==> config.mk <==
export PLATFORM = sky130hd
export DESIGN_NAME = phase_accumulator_bank
export DESIGN_NICKNAME = d
export VERILOG_FILES = /design/src/rtl/phase_accumulator_bank.sv
export SDC_FILE = /design/constraint.sdc
export NUM_CORES = 1
export LEC_CHECK = 0
export CORE_MARGIN = 4
export CORE_UTILIZATION = 53
export DETAILED_ROUTE_END_ITERATION = 8
export GPL_TIMING_DRIVEN = 0
export PLACE_DENSITY_LB_ADDON = 0.2
export SLEW_MARGIN = 20
export SYNTH_ARGS = -nofsm -noshare
export SYNTH_HDL_FRONTEND = slang
export SYNTH_SLANG_ARGS = --single-unit
==> constraint.sdc <==
create_clock -name clk -period 2.7 [get_ports clk]
set_input_delay 0.405 -clock clk [delete_from_list [all_inputs] [get_ports clk]]
set_output_delay 0.405 -clock clk [all_outputs]
set_load 0.02 [all_outputs]
==> src/rtl/phase_accumulator_bank.sv <==
// Multi-channel signed phase accumulator bank for the CORDIC vectoring datapath.
// Per-channel clear/load/add/sub with wrap or saturate, sticky overflow flags and a registered read port.
module phase_accumulator_bank #(
  parameter int WORD_LENGTH = 16,
  parameter int CHANNELS    = 4,
  parameter int CH_BITS     = 2,
  parameter int SATURATE    = 0
) (
  input  logic                   clk,
  input  logic                   rst,
  input  logic                   clear,
  input  logic [CH_BITS-1:0]     wr_sel,
  input  logic                   load,
  input  logic                   acc,
  input  logic                   sub,
  input  logic [WORD_LENGTH-1:0] in,
  input  logic                   rd_en,
  input  logic [CH_BITS-1:0]     rd_sel,
  output logic [WORD_LENGTH-1:0] out,
  output logic                   out_valid,
  output logic [CHANNELS-1:0]    ovf,
  output logic                   sel_err
);

  localparam int W = WORD_LENGTH;
  localparam logic [CH_BITS:0] NCH = (CH_BITS+1)'(CHANNELS);

  logic [W-1:0] ch_q [CHANNELS];
  logic [W-1:0] wr_cur;
  logic [W-1:0] rd_data;
  logic [W:0]   sum;
  logic [W-1:0] acc_res;
  logic         acc_ovf;
  logic         wr_ok;
  logic         rd_ok;

  assign wr_ok = ({1'b0, wr_sel} < NCH);
  assign rd_ok = ({1'b0, rd_sel} < NCH);

  // Channel selection by explicit compare so out-of-range selects never index past the array.
  always_comb begin
    wr_cur  = '0;
    rd_data = '0;
    for (int unsigned i = 0; i < CHANNELS; i++) begin
      if (wr_sel == CH_BITS'(i)) wr_cur  = ch_q[i];
      if (rd_sel == CH_BITS'(i)) rd_data = ch_q[i];
    end
  end

  always_comb begin
    if (sub) sum = {wr_cur[W-1], wr_cur} - {in[W-1], in};
    else     sum = {wr_cur[W-1], wr_cur} + {in[W-1], in};
    acc_ovf = sum[W] ^ sum[W-1];
    acc_res = sum[W-1:0];
    if ((SATURATE != 0) && acc_ovf) begin
      // Sign bit of the widened sum gives the true direction of the overflow.
      if (sum[W]) acc_res = {1'b1, {(W-1){1'b0}}};
      else        acc_res = {1'b0, {(W-1){1'b1}}};
    end
  end

  always_ff @(posedge clk or negedge rst) begin
    if (!rst) begin
      for (int unsigned i = 0; i < CHANNELS; i++) ch_q[i] <= '0;
      ovf       <= '0;
      out       <= '0;
      out_valid <= 1'b0;
      sel_err   <= 1'b0;
    end else begin
      out_valid <= rd_en;
      sel_err   <= ((load || acc) && !wr_ok) || (rd_en && !rd_ok);
      if (rd_en) out <= rd_ok ? rd_data : '0;

      if (clear) begin
        for (int unsigned i = 0; i < CHANNELS; i++) ch_q[i] <= '0;
        ovf <= '0;
      end else begin
        for (int unsigned i = 0; i < CHANNELS; i++) begin
          if (wr_sel == CH_BITS'(i)) begin
            if (load) begin
              ch_q[i] <= in;
              ovf[i]  <= 1'b0;
            end else if (acc) begin
              ch_q[i] <= acc_res;
              if (acc_ovf) ovf[i] <= 1'b1;
            end
          end
        end
      end
    end
  end

endmodule

==> flow_metrics.env <==
export IMPL_gp_congestion=0.8719
export IMPL_finalSetupTns_ps=-4411
export IMPL_crit_family="XOR/XNOR gates"
export IMPL_crit_chain="buf_8 > nor4_4 > buf_4 > and3_4 > a21oi_1 > xnor2_1 > ha_4 > and3_1 > o21a_1 > a311oi_2 > o31ai_2 > xor2_1 > xnor3_2 > a21oi_2"
export IMPL_h_tree_depth=3
export IMPL_drive_gt1_share_pct=43.21
export IMPL_vias=4425
export IMPL_cts_buffer_depth=2
export IMPL_final_nets=607
export IMPL_power_frac_clock_pct=18.1
export IMPL_synth_cells=482
export IMPL_fin_crit_ps=3110
export IMPL_worst_hold_slack_ps=73.85
export IMPL_worstSetupStartpointType="input pin"
export IMPL_power_switching_mw=1.994
export IMPL_clkTransAtPathRegs_ps=80
export IMPL_final_cells=700
export IMPL_final_cell_mix="85 x dfrtp_1, 46 x mux2_2, 42 x nand2_1, 32 x mux4_2, 32 x nor2_1"
export IMPL_grt_pass1_wl_mm=23.83
export IMPL_grt_max_degree=51
export IMPL_rr_startpoint="ch_q[0]$_DFFE_PN0P_"
export IMPL_p_sw_share_pct=37.35
export IMPL_drt_iter0_drc=416
export IMPL_max_stage_delay_ps=400
export IMPL_p_int_mw=3.345
export IMPL_r2r_slack_ps=-180
export IMPL_p_per_area_nw_per_um2=739.4
export IMPL_antenna_cells=0
export IMPL_grt_ovfl_total=0
export IMPL_grt_antenna_before_repair=0
export IMPL_netlist_area_um2=5340
export IMPL_start_util_pct=54.63
export IMPL_ys_types=48
export IMPL_syn_avg_cell_area_um2=11.08
export IMPL_row_count=36
export IMPL_ir_worst_vdd_mv=0.4786
export IMPL_firstDrtPassIters=5
export IMPL_worstPathRequired_ps=3000
export IMPL_endpoint_kind="register"
export IMPL_place_area_um2=6105
export IMPL_maxSlewViolCount=0
export IMPL_min_path_type="input pin to async pin"
export IMPL_viasPerCell=6.321
export IMPL_yosysSeqAreaShare_pct=39.83
export IMPL_cp_data_arrival_time_ps=3410
export IMPL_power_frac_seq_pct=32.5
export IMPL_syn_nets=527
export IMPL_fp_dieW_um=108.4
export IMPL_critPathLaunch="in[5]"
export IMPL_path_buf_inv=2
export IMPL_postLayoutSetupSlackWorst_ps=-410.2
export IMPL_cts_root_buffer="clkbuf_8"
export IMPL_worstSetupPathDepth=14
export IMPL_p_leak_nw=2.961
export IMPL_worstSkewPairLatency_ps=370
export IMPL_die_area_um2=11750
export IMPL_final_util_pct=73.87
export IMPL_clkSinkCount=85
export IMPL_finalSetupViolations=36
export IMPL_final_area_um2=7221
export IMPL_first_global_vias=4434
export IMPL_cap_viol_max_count=0
export IMPL_critPathMaxFanout=5
export IMPL_rr_worst_depth=11
export IMPL_worstSetupPathType="input pin to register"
export IMPL_r2r_end="ovf[2]$_DFFE_PN0P_"
export IMPL_fmax_mhz=321.5
export IMPL_port_buffers=43
export IMPL_pre_cts_ws_ps=-1353
export IMPL_io_pins=49
export IMPL_tightest_slew_ps=834.6
export IMPL_die_h_um=108.4
export IMPL_cts_tree="built"
export IMPL_syn_to_final_growth_pct=35.22
export IMPL_antenna_left=0
export IMPL_yosys_warnings=0
export IMPL_ys_seq_elements=85
export IMPL_run_status="finished with violations"
export IMPL_placedCellCount=659
export IMPL_wire_per_inst_um=22.70
export IMPL_period_share_pct=115.2
export IMPL_finalPower_mw=5.339
export IMPL_slowest_stage="xnor3_2"
export IMPL_cts_inserted_buffers=9
export IMPL_core_area_um2=9774
export IMPL_finClkSkew_ps=8.521
export IMPL_drc=0
export IMPL_grt_usage_pct=26.99
export IMPL_violations="negative setup slack"
export IMPL_max_slew_margin_rel_pct=44.36
export IMPL_pwr_share_comb_pct=49.4
export IMPL_rsz0062_at_grt="true"
export IMPL_hold_viol=0
export IMPL_final_common_cell="dfrtp_1"
export IMPL_wl_mm=15.89
export IMPL_place_hpwl_mm=10.21
==> cells in the mapped netlist (all sizes together) <==
cell / instances / share of area, %
or3: 2 / 0.23
a211oi: 5 / 0.70
a41oi: 1 / 0.30
ha: 17 / 4.0
nor3b: 1 / 0.14
a31o: 1 / 0.16
mux4: 32 / 13
a211o: 3 / 0.49
nor2: 34 / 2.4
xor2: 8 / 1.3
a311oi: 2 / 0.33
nor4: 2 / 0.23
o21bai: 1 / 0.14
nor3: 5 / 0.47
xnor2: 16 / 2.6
a22oi: 1 / 0.14
o31ai: 18 / 2.6
o211ai: 2 / 0.28
nand2b: 6 / 0.70
a22o: 2 / 0.33
a2111oi: 4 / 0.66
inv: 13 / 0.91
or3b: 1 / 0.16
and2: 1 / 0.12
nand2: 44 / 3.1
and3: 4 / 0.47
xnor3: 1 / 0.42
o21a: 4 / 0.56
a221oi: 1 / 0.16
conb: 1 / 0.070
nand3: 3 / 0.28
clkbuf: 19 / 1.3
dfrtp: 85 / 40
fa: 1 / 0.37
nor2b: 5 / 0.59
mux2i: 7 / 1.3
mux2: 53 / 11
buf: 10 / 0.94
a21o: 2 / 0.28
a31oi: 3 / 0.35
o21ai: 14 / 1.3
or2: 1 / 0.12
a21oi: 46 / 4.4
==> kinds of logic after synthesis <==
kind of cell	Yosys count	share of synthesized area, %
DFF	85	39.83
and+or+nand+nor	109	8.997
other	1	0.07022
AOI/OAI and AO/OA	110	13.21
xor gates and xnor gates	25	4.358
adders and majority gates	18	4.358
buffers and inverters	42	3.187
muxes	92	25.98
==> cell type report <==
cell class / count / area (um2)
Fill cell: 656 / 2554
Clock inverter: 3 / 42.54
Tap cell: 133 / 166.4
Inverter: 13 / 48.80
Sequential cell: 85 / 2127
Timing Repair Buffer: 70 / 696.9
Buffer: 28 / 168.9
Multi-Input combinational cell: 355 / 3801
Clock buffer: 13 / 168.9
==> how the worst max path moves through the flow <==
stage	endpoint
2_1_floorplan	ovf[0]$_DFFE_PN0P_
3_3_place_gp	ch_q[58]$_DFFE_PN0P_
3_5_place_dp	ch_q[63]$_DFFE_PN0P_
4_1_cts	ovf[0]$_DFFE_PN0P_
5_1_grt	ovf[2]$_DFFE_PN0P_
6_report	ovf[2]$_DFFE_PN0P_
==> sequential cells by signal (all words and copies together), names as in the netlist <==
signal / cells
ch_q: 64
out_valid: 1
ovf: 4
out: 16
==> repair_timing <==
action                     4_1_cts  5_1_grt
setup endpoints to repair       56       52
buffers inserted                17        9
hold buffers                     0        0
gates resized for setup        117       62
cloned                           1        0
pin swaps                       30       42
hold endpoints to repair         0        0
==> power groups by stage <==
stage	Sequential, mW	Clock, mW	Combinational (mW)
after floorplan	1.79	0	1.21
after global placement	1.72	0	1.81
after detailed placement	1.75	0	1.85
after CTS	1.73	0.967	2.24
after global routing	1.77	1.02	2.78
final	1.74	0.964	2.64
==> worst reg2reg max path: cells and delay by family, from the launching register on <==
family	cells	cell delay (ps)
AO/OA/AOI/OAI	5	740
XOR/XNOR	1	550
multiplexers	1	510
flip-flops	1	400
adder cells (fa/ha/maj)	2	390
AND/OR/NAND/NOR	1	150
buffers and inverters	1	80
==> per-layer routing <==
metal | vias up | track usage (%) | wire length [um]
met5 | - | 0 | 0
met4 | 0 | 8.476 | 520
met3 | 50 | 5.194 | 1080
met2 | 218 | 43.61 | 7608
met1 | 2212 | 37.16 | 6679
li1 | 1945 | - | -
(Power assumes the default switching activity.)
